--- config.mk ---
export PLATFORM = sky130hd
export DESIGN_NAME = frame_ram_arbiter
export DESIGN_NICKNAME = d
export VERILOG_FILES = /design/src/rtl/frame_ram_pkg.sv /design/src/rtl/frame_wr_fifo.sv /design/src/rtl/frame_ram_arbiter.sv
export SDC_FILE = /design/constraint.sdc
export NUM_CORES = 1
export LEC_CHECK = 0
export ABC_CLOCK_PERIOD_IN_PS = 3900
export CAP_MARGIN = 25
export CORE_MARGIN = 1
export CORE_UTILIZATION = 42
export DETAILED_ROUTE_END_ITERATION = 7
export PLACE_DENSITY = 0.83
export SYNTH_ARGS = -nofsm -noshare
export SYNTH_HDL_FRONTEND = slang
export SYNTH_SLANG_ARGS = --single-unit
--- constraint.sdc ---
create_clock -name clk -period 3.9 [get_ports clk]
set_input_delay 0.78 -clock clk [delete_from_list [all_inputs] [get_ports clk]]
set_output_delay 0.78 -clock clk [all_outputs]
set_load 0.02 [all_outputs]
--- src/rtl/frame_ram_pkg.sv ---
// Shared constants and types for the frame RAM arbiter.
// Holds the default image geometry, pixel/address widths, the arbiter
// state encoding and the total frame size in pixels.
package frame_ram_pkg;

    localparam int IMG_W        = 512;
    localparam int IMG_H        = 384;
    localparam int PIX_W        = 24;
    localparam int ADDR_W       = 18;
    localparam int FRAME_PIXELS = IMG_W * IMG_H;

    typedef enum logic [1:0] {
        IDLE = 2'd0,
        RD   = 2'd1,
        WR   = 2'd2
    } arb_state_t;

endpackage

--- src/rtl/frame_wr_fifo.sv ---
// Small write-request FIFO placed between the pixel writer and the arbiter.
// Ports: clk/rst (async active-low), push/din (enqueue), pop/dout (dequeue,
// dout shows the head entry), full/empty status.
// DEPTH must be a power of two so the pointers wrap naturally.
module frame_wr_fifo #(
    parameter int DEPTH = 4,
    parameter int W     = 42
) (
    input  logic         clk,
    input  logic         rst,
    input  logic         push,
    input  logic [W-1:0] din,
    input  logic         pop,
    output logic [W-1:0] dout,
    output logic         full,
    output logic         empty
);

    localparam int AW = $clog2(DEPTH);

    logic [W-1:0]  mem_q [DEPTH];
    logic [W-1:0]  mem_d [DEPTH];
    logic [AW-1:0] wr_ptr_q, wr_ptr_d, rd_ptr_q, rd_ptr_d;
    logic [AW:0]   cnt_q, cnt_d;
    logic          push_ok, pop_ok;

    assign full    = (cnt_q == (AW+1)'(DEPTH));
    assign empty   = (cnt_q == '0);
    assign dout    = mem_q[rd_ptr_q];
    // Guarded locally too, so a full FIFO can never be overwritten.
    assign push_ok = push & ~full;
    assign pop_ok  = pop & ~empty;

    always_comb begin
        mem_d    = mem_q;
        wr_ptr_d = wr_ptr_q;
        rd_ptr_d = rd_ptr_q;
        if (push_ok) begin
            mem_d[wr_ptr_q] = din;
            wr_ptr_d        = wr_ptr_q + 1'b1;
        end
        if (pop_ok) rd_ptr_d = rd_ptr_q + 1'b1;
        cnt_d = cnt_q + (AW+1)'(push_ok) - (AW+1)'(pop_ok);
    end

    always_ff @(posedge clk or negedge rst) begin
        if (!rst) begin
            for (int i = 0; i < DEPTH; i++) mem_q[i] <= '0;
            wr_ptr_q <= '0;
            rd_ptr_q <= '0;
            cnt_q    <= '0;
        end else begin
            mem_q    <= mem_d;
            wr_ptr_q <= wr_ptr_d;
            rd_ptr_q <= rd_ptr_d;
            cnt_q    <= cnt_d;
        end
    end

endmodule

--- src/rtl/frame_ram_arbiter.sv ---
// Frame RAM arbiter: shares one synchronous single-port RAM between the
// display scan-out (absolute priority) and a pixel writer.
// Ports: clk, rst (async active-low); pos_x/pos_y display position and
// pix_out pixel (3-cycle latency); wr_valid/wr_ready/wr_addr/wr_data writer
// handshake; ram_addr/ram_we/ram_din/ram_dout RAM port (1-cycle read);
// wr_err sticky out-of-range write flag.
// Build option: define FRAME_WR_FIFO_EN to buffer writes in a 4-entry FIFO
// so the writer is not stalled by the active display window.
module frame_ram_arbiter #(
    parameter int IMG_W  = frame_ram_pkg::IMG_W,
    parameter int IMG_H  = frame_ram_pkg::IMG_H,
    parameter int PIX_W  = frame_ram_pkg::PIX_W,
    parameter int ADDR_W = frame_ram_pkg::ADDR_W
) (
    input  logic              clk,
    input  logic              rst,
    input  logic [10:0]       pos_x,
    input  logic [10:0]       pos_y,
    output logic [PIX_W-1:0]  pix_out,
    input  logic              wr_valid,
    output logic              wr_ready,
    input  logic [ADDR_W-1:0] wr_addr,
    input  logic [PIX_W-1:0]  wr_data,
    output logic [ADDR_W-1:0] ram_addr,
    output logic              ram_we,
    output logic [PIX_W-1:0]  ram_din,
    input  logic [PIX_W-1:0]  ram_dout,
    output logic              wr_err
);
    import frame_ram_pkg::*;

    localparam logic [ADDR_W:0] FRAME_LIM = (ADDR_W+1)'(IMG_W * IMG_H);

    arb_state_t        state_q, state_d;
    logic [ADDR_W-1:0] ram_addr_q, ram_addr_d;
    logic [PIX_W-1:0]  ram_din_q, ram_din_d;
    logic              ram_we_q, ram_we_d;
    logic              wr_err_q, wr_err_d;
    logic              vld2_q, vld2_d;
    logic [PIX_W-1:0]  pix_out_q, pix_out_d;

    logic              in_win;
    logic [ADDR_W-1:0] disp_addr;
    logic              wr_pend;
    logic [ADDR_W-1:0] wr_c_addr;
    logic [PIX_W-1:0]  wr_c_data;

    assign in_win = (int'(pos_x) >= 1) && (int'(pos_x) <= IMG_W) &&
                    (int'(pos_y) >= 1) && (int'(pos_y) <= IMG_H);
    // Computed modulo 2^ADDR_W, which equals truncating the full product.
    assign disp_addr = ADDR_W'(pos_x) - ADDR_W'(1) +
                       (ADDR_W'(pos_y) - ADDR_W'(1)) * ADDR_W'(IMG_W);

`ifdef FRAME_WR_FIFO_EN
    logic                    fifo_full, fifo_empty, fifo_pop;
    logic [ADDR_W+PIX_W-1:0] fifo_dout;

    assign wr_ready = rst & ~fifo_full;
    assign fifo_pop = ~in_win & ~fifo_empty;
    assign wr_pend  = ~fifo_empty;
    assign {wr_c_addr, wr_c_data} = fifo_dout;

    frame_wr_fifo #(
        .DEPTH (4),
        .W     (ADDR_W + PIX_W)
    ) u_wr_fifo (
        .clk   (clk),
        .rst   (rst),
        .push  (wr_valid & wr_ready),
        .din   ({wr_addr, wr_data}),
        .pop   (fifo_pop),
        .dout  (fifo_dout),
        .full  (fifo_full),
        .empty (fifo_empty)
    );
`else
    // Direct path: a pending write transfers on any out-of-window cycle.
    assign wr_ready  = rst & ~in_win;
    assign wr_pend   = wr_valid;
    assign wr_c_addr = wr_addr;
    assign wr_c_data = wr_data;
`endif

    always_comb begin
        state_d    = IDLE;
        ram_addr_d = ram_addr_q;
        ram_din_d  = ram_din_q;
        ram_we_d   = 1'b0;
        wr_err_d   = wr_err_q;
        if (in_win) begin
            state_d    = RD;
            ram_addr_d = disp_addr;
        end else if (wr_pend) begin
            if ({1'b0, wr_c_addr} >= FRAME_LIM) begin
                // Consumed but dropped: no RAM cycle, just flag it.
                wr_err_d = 1'b1;
            end else begin
                state_d    = WR;
                ram_addr_d = wr_c_addr;
                ram_din_d  = wr_c_data;
                ram_we_d   = 1'b1;
            end
        end
        // Flag pipeline: stage 1 is state RD, stage 2 aligns with ram_dout,
        // stage 3 is folded into pix_out (zero when the sample was blank).
        vld2_d    = (state_q == RD);
        pix_out_d = vld2_q ? ram_dout : '0;
    end

    always_ff @(posedge clk or negedge rst) begin
        if (!rst) begin
            state_q    <= IDLE;
            ram_addr_q <= '0;
            ram_din_q  <= '0;
            ram_we_q   <= 1'b0;
            wr_err_q   <= 1'b0;
            vld2_q     <= 1'b0;
            pix_out_q  <= '0;
        end else begin
            state_q    <= state_d;
            ram_addr_q <= ram_addr_d;
            ram_din_q  <= ram_din_d;
            ram_we_q   <= ram_we_d;
            wr_err_q   <= wr_err_d;
            vld2_q     <= vld2_d;
            pix_out_q  <= pix_out_d;
        end
    end

    assign ram_addr = ram_addr_q;
    assign ram_din  = ram_din_q;
    assign ram_we   = ram_we_q;
    assign wr_err   = wr_err_q;
    assign pix_out  = pix_out_q;

endmodule

==> flow_summary.json, run 1 <==
{
  "timing.fmax_ghz": 0.282,
  "hold_start": "ram_we$_DFF_PN0_",
  "r2r_setup_slack_ns": 2.93,
  "routed_wirelength_mm": 9.62,
  "finalHoldViolCount": 0,
  "io_buffers": 159,
  "rsz0062_at_grt": "no",
  "drive_above_1_share_pct": 13.1,
  "grtUsageTotal_pct": 22.4,
  "hpwlAfterDp_mm": 7.37,
  "antenna_cells": 0,
  "min_period_ns": 3.55,
  "setup.worst_path.end": "wr_ready",
  "drv_cap": 0,
  "ir_drop_uv": 161,
  "crit_arrival_ns": 2.77,
  "fillCellCount": 604,
  "die_w_um": 93.8,
  "core.rowCount": 33,
  "cts_sinks": 70,
  "most-common-layout-cells": "157 x clkdlybuf4s50_1, 70 x dfrtp_1, 25 x mux2i_1, 25 x and2_1, 20 x mux2_4",
  "worst_setup_path_start_kind": "primary input",
  "nets": 565,
  "setup.worst_path.start": "pos_y[1]",
  "multiInputGateArea_mm2": 0.00167,
  "dpl_cell_area_mm2": 0.00528,
  "ys_seq_area_share_pct": 49.5,
  "syn2layout_area_growth_pct": 54.6,
  "antenna_found_initial": 0,
  "cts_buffer_depth": 2,
  "crit_fanout": 3,
  "post-route-period-util_pct": 91.0,
  "stdcell_area_mm2": 0.00547,
  "tns_ns": 0,
  "setup_viol": 0,
  "gr-total-overflow": 0,
  "start_util_pct": 43.3,
  "first_global_vias": 2858,
  "via_per_inst": 4.96,
  "ys_seq_elements": 70,
  "cts_root_buffer": "clkbuf_8",
  "cts_tree": "built",
  "remaining_drc_errors": 0,
  "crit_path_end_kind": "output pin",
  "die_y_um": 93.8,
  "critPathKind": "in -> out",
  "postCtsSetupBuffers": 0,
  "detail_route.wl_per_cell_um": 16.9,
  "clk_latency_ns": 0.33,
  "grt_pass1_wl_mm": 14.6,
  "async_flop_share_pct": 100,
  "required_ns": 3.12,
  "drtPass1Iterations": 4,
  "powerDensity_mw_per_mm2": 354,
  "rr_worst_depth": 1,
  "r2r-start": "vld2_q$_DFF_PN0_",
  "dieArea_mm2": 0.00880,
  "ff_latch_area_mm2": 0.00175,
  "ys.flop_type": "dfrtp_1",
  "r2r-end": "pix_out[13]$_DFF_PN0_",
  "p_leak_nw": 2.46,
  "syn_inst": 289,
  "vias": 2825,
  "hold_class": "reg -> reg",
  "skew_ns": 0.00456,
  "coreArea_mm2": 0.00818,
  "yosysWarningCount": 0,
  "syn_area_mm2": 0.00354,
  "grt_max_degree": 71,
  "drv_slew": 0,
  "ant_nets": 0,
  "synth_cell_types": 48,
  "cts_buffers": 9,
  "clk_pin_slew_ns": 0.07,
  "ios": 160,
  "cts_max_level": 3,
  "syn_avg_cell_area_um2": 12.2,
  "mostFrequentLayoutCell": "clkdlybuf4s50_1",
  "slew_headroom_pct": 42.9,
  "drtIter0Drc": 106,
  "syn_nets": 393,
  "worst_pin_slew_ns": 0.856,
  "synth_edf_count": 0,
  "gp_congestion": 0.770,
  "status": "completed"
}
[power breakdown]
group	total (mW)	internal (mW)	switching [mW]
combinational	0.548	0.304	0.244
sequential	0.832	0.795	0.0373
clock	0.559	0.307	0.252
[worst max-delay path, cell delays in order]
cell	delay, ns
clkdlybuf4s50_1	0.45
inv_1	0.10
ha_1	0.19
or3b_1	0.39
o211ai_2	0.20
and3_2	0.23
nand2_2	0.07
and2_1	0.16
dlymetal6s2s_1	0.20
[registers in the layout, indices dropped and copies added, names as in the netlist]
register,count
ram_addr,18
state_q,1
pix_out,24
vld2_q,1
ram_we,1
ram_din,24
wr_err,1
[worst min-delay path by stage]
stage,end,cells past startpoint
after floorplan,vld2_q$_DFF_PN0_,1
after global placement,vld2_q$_DFF_PN0_,1
after detailed placement,vld2_q$_DFF_PN0_,1
after CTS,vld2_q$_DFF_PN0_,1
after global routing,vld2_q$_DFF_PN0_,1
final,vld2_q$_DFF_PN0_,1
[per-layer routing]
metal | share of wire (%) | up-vias | GRT usage, %
li1 | - | 1355 | -
met1 | 39 | 1345 | 24.6
met2 | 52 | 109 | 40.4
met3 | 6.5 | 16 | 5.26
met4 | 2.4 | 0 | 10.4
met5 | 0 | - | 0
[repair_timing]
item | CTS | global route
gates resized for setup | 0 | 1
setup endpoints to repair | 0 | 1
hold buffers | 0 | 0
[layout make-up]
cell class / instances / share of cell area [%]
Tap cell: 105 / 2.40
Inverter: 12 / 0.823
Multi-Input combinational cell: 198 / 30.5
Clock buffer: 11 / 2.58
Clock inverter: 4 / 0.869
Timing Repair Buffer: 170 / 30.8
Sequential cell: 70 / 32.0
[synth_stat cells, types with 4 or more instances]
library cell	count	share of area [%]
a21oi_1	8	1.1
and2_1	25	4.4
dfrtp_1	70	50
ha_1	12	4.2
inv_1	12	1.3
mux2_2	7	2.2
mux2_4	20	8.5
mux2i_1	25	7.1
nand2_1	4	0.42
nand2b_1	4	0.71
nand3_1	6	0.85
nor2_1	10	1.1
nor3_1	10	1.4
o21ai_0	14	2.0
xnor2_1	10	2.5
xor2_1	7	1.7
[kinds of logic after synthesis]
kind of cell	share of synthesized area [%]
and+or+nand+nor	13.9
DFF	49.5
muxes	17.8
AOI/OAI and AO/OA	6.33
buffers and inverters	3.47
xor gates and xnor gates	4.21
adders and majority gates	4.81
[metrics by stage]
stage | setup slack (ns) | power, mW | hold WS [ns] | utilization [%] | instances
after floorplan | 0.633 | 1.09 | 0.439 | - | 289
after global placement | 0.0983 | 1.38 | 0.416 | 64.6 | 555
after detailed placement | 0.0151 | 1.39 | 0.418 | 64.6 | 555
after CTS | 0.0152 | 1.96 | 0.419 | 66.9 | 570
after global routing | 0.101 | 2.03 | 0.447 | 66.9 | 570
final | 0.351 | 1.94 | 0.419 | 66.9 | 570
No activity file was read; power rests on OpenSTA's default activity.
==> run 2: changes to the inputs <==
Settings changed: CAP_MARGIN 25 to not set.
==> results of run 2 <==
The final DEF is identical to that of run 1; final timing and power are the same.
==> run 3: changes to the inputs <==
--- a/config.mk
+++ b/config.mk
@@ -12,2 +12,3 @@
 export PLACE_DENSITY = 0.83
+export RECOVER_POWER = 50
 export SYNTH_ARGS = -nofsm -noshare
--- a/constraint.sdc
+++ b/constraint.sdc
@@ -3,2 +3,2 @@
 set_output_delay 0.78 -clock clk [all_outputs]
-set_load 0.02 [all_outputs]
+set_load 0.1 [all_outputs]
==> run 3 against run 2 <==
  * The flow now finishes with violations (max-capacitance violations, max-slew violations)
  * Sequential power barely moved
  * Die area is the same
  * First-iteration DRC count is 61% lower
  * Critical path depth is the same
  * Flip-flop and latch count unchanged
  * Clock power rose by 12%
  * Non-clock buffer count fell by 4
  * Total power up 26%
  * Fmax fell by 4.3%
  * Worst hold slack got worse by 0.0048 ns
  * Setup slack got worse by 0.16 ns
  * Critical endpoint unchanged
  * Largest cell class unchanged
==> flow_summary.json, run 3 (same netlist as run 1, synthesis figures left out) <==
{
  "status": "complete, but fails checks",
  "violations": "max-capacitance violations, max-slew violations",
  "drv_cap": 1,
  "worst_pin_slew_ns": 1.70,
  "first_global_vias": 2960,
  "die_y_um": 93.8,
  "grt_pass1_wl_mm": 15.0,
  "critPathKind": "in -> out",
  "rr_worst_depth": 1,
  "coreArea_mm2": 0.00818,
  "die_w_um": 93.8,
  "worst-path-buf-inv": 3,
  "utilization_pct": 66.9,
  "hold_buffers": 0,
  "critical-path-top-delay-family": "simple AND/OR/NAND/NOR gates",
  "remaining_drc_errors": 0,
  "hpwlAfterDp_mm": 7.55,
  "hold_start": "ram_we$_DFF_PN0_",
  "p_total_mw": 2.43,
  "drive_above_1_share_pct": 12.8,
  "worst_setup_path_start_kind": "primary input",
  "nets": 561,
  "dieArea_mm2": 0.00880,
  "cts_root_buffer": "clkbuf_8",
  "clk_latency_ns": 0.33,
  "stdcell_area_mm2": 0.00547,
  "r2r_setup_slack_ns": 2.94,
  "pwr-share-clk_pct": 25.7,
  "gp_congestion": 0.832,
  "detail_route.wl_per_cell_um": 16.9,
  "cp_cell_sequence": "clkdlybuf4s50_1 -> inv_1 -> ha_1 -> or3b_1 -> o211ai_2 -> and3_2 -> nand2_2 -> and2_1 -> buf_12",
  "core.rowCount": 33,
  "required_ns": 3.12,
  "most-common-layout-cells": "137 x clkdlybuf4s50_1, 70 x dfrtp_1, 25 x mux2i_1",
  "start_util_pct": 43.3,
  "ios": 160,
  "r2r-end": "pix_out[23]$_DFF_PN0_",
  "ctsResizeCount": 0,
  "grtUsageTotal_pct": 22.6,
  "powerDensity_mw_per_mm2": 445,
  "vias": 2843,
  "cts_max_level": 3,
  "critPathSlowestCell": "clkdlybuf4s50_1",
  "drtPass1Iterations": 4,
  "min_period_ns": 3.71,
  "drtIter0Drc": 41,
  "antenna_found_initial": 1,
  "syn2layout_area_growth_pct": 54.6,
  "hold_depth": 1,
  "post-route-period-util_pct": 95.1,
  "pwr-share-comb_pct": 40.2,
  "timing.fmax_ghz": 0.270,
  "postCtsSetupBuffers": 0,
  "cts_buffers": 9,
  "drv_slew": 71,
  "cts_sinks": 70,
  "tns_ns": 0,
  "sequentialPowerShare_pct": 34.2,
  "hold_end": "vld2_q$_DFF_PN0_",
  "cts_tree": "built",
  "finalHoldViolCount": 0,
  "sw_frac_of_total_pct": 40.4,
  "crit_fanout": 7,
  "gr-total-overflow": 0,
  "io_buffers": 159,
  "crit_path_end_kind": "output pin",
  "ant_nets": 0,
  "dpl_cell_area_mm2": 0.00526,
  "internal_power_mw": 1.45,
  "mostFrequentLayoutCell": "clkdlybuf4s50_1",
  "slew_headroom_pct": -13.4,
  "r2r-start": "vld2_q$_DFF_PN0_",
  "hold_class": "reg -> reg",
  "crit_arrival_ns": 2.93,
  "skew_ns": 0.00601,
  "grt_max_degree": 71,
  "clk_pin_slew_ns": 0.07,
  "routed_wirelength_mm": 9.59,
  "slowest_delay_ns": 0.46,
  "rsz0062_at_grt": "no",
  "ir_drop_uv": 202,
  "p_leak_nw": 2.47,
  "switchingPower_uw": 984,
  "cts_buffer_depth": 2,
  "via_per_inst": 5.01,
  "setup_viol": 0
}
run 3: worst max-delay path by stage:
stage,endpoint,start,depth (start not counted)
after floorplan,wr_ready,pos_y[0],10
after global placement,ram_addr[17]$_DFFE_PN0P_,pos_x[6],12
after detailed placement,ram_addr[17]$_DFFE_PN0P_,pos_x[6],12
after CTS,wr_ready,pos_y[0],9
after global routing,wr_ready,pos_y[0],9
final,wr_ready,pos_y[0],9
run 3: power by group through the flow:
stage	logic [mW]	clock network [mW]	registers (mW)
global route	1.01	0.672	0.841
finish	0.977	0.625	0.832
global placement	0.973	0	0.841
floorplan	0.169	0	1.35
detailed placement	0.983	0	0.846
CTS	0.985	0.635	0.832
run 3: per-layer routing:
| layer | vias to the layer above | GRT usage (%) | routed length [um] |
|---|---|---|---|
| met3 | 25 | 5.99 | 665 |
| li1 | 1343 | - | - |
| met1 | 1364 | 25.9 | 3790 |
| met4 | 0 | 8.72 | 260 |
| met2 | 111 | 39.9 | 4870 |
| met5 | - | 0 | 0 |
run 3: through the flow:
stage          std cells  setup slack [ns]  hold slack, ns
6_report             567             0.193           0.414
5_1_grt              567            0.0265           0.450
4_1_cts              566             0.194           0.417
3_5_place_dp         551            0.0700           0.417
3_3_place_gp         551             0.181           0.417
2_1_floorplan        289             0.311           0.439
run 3: cell type report:
type                            instances  area [um2]
Fill cell                             625        2700
Clock buffer                            9         124
Inverter                               12        45.0
Antenna cell                            1        2.50
Clock inverter                          6        87.6
Tap cell                              105         131
Multi-Input combinational cell        198        1670
Sequential cell                        70        1750
Timing Repair Buffer                  166        1660
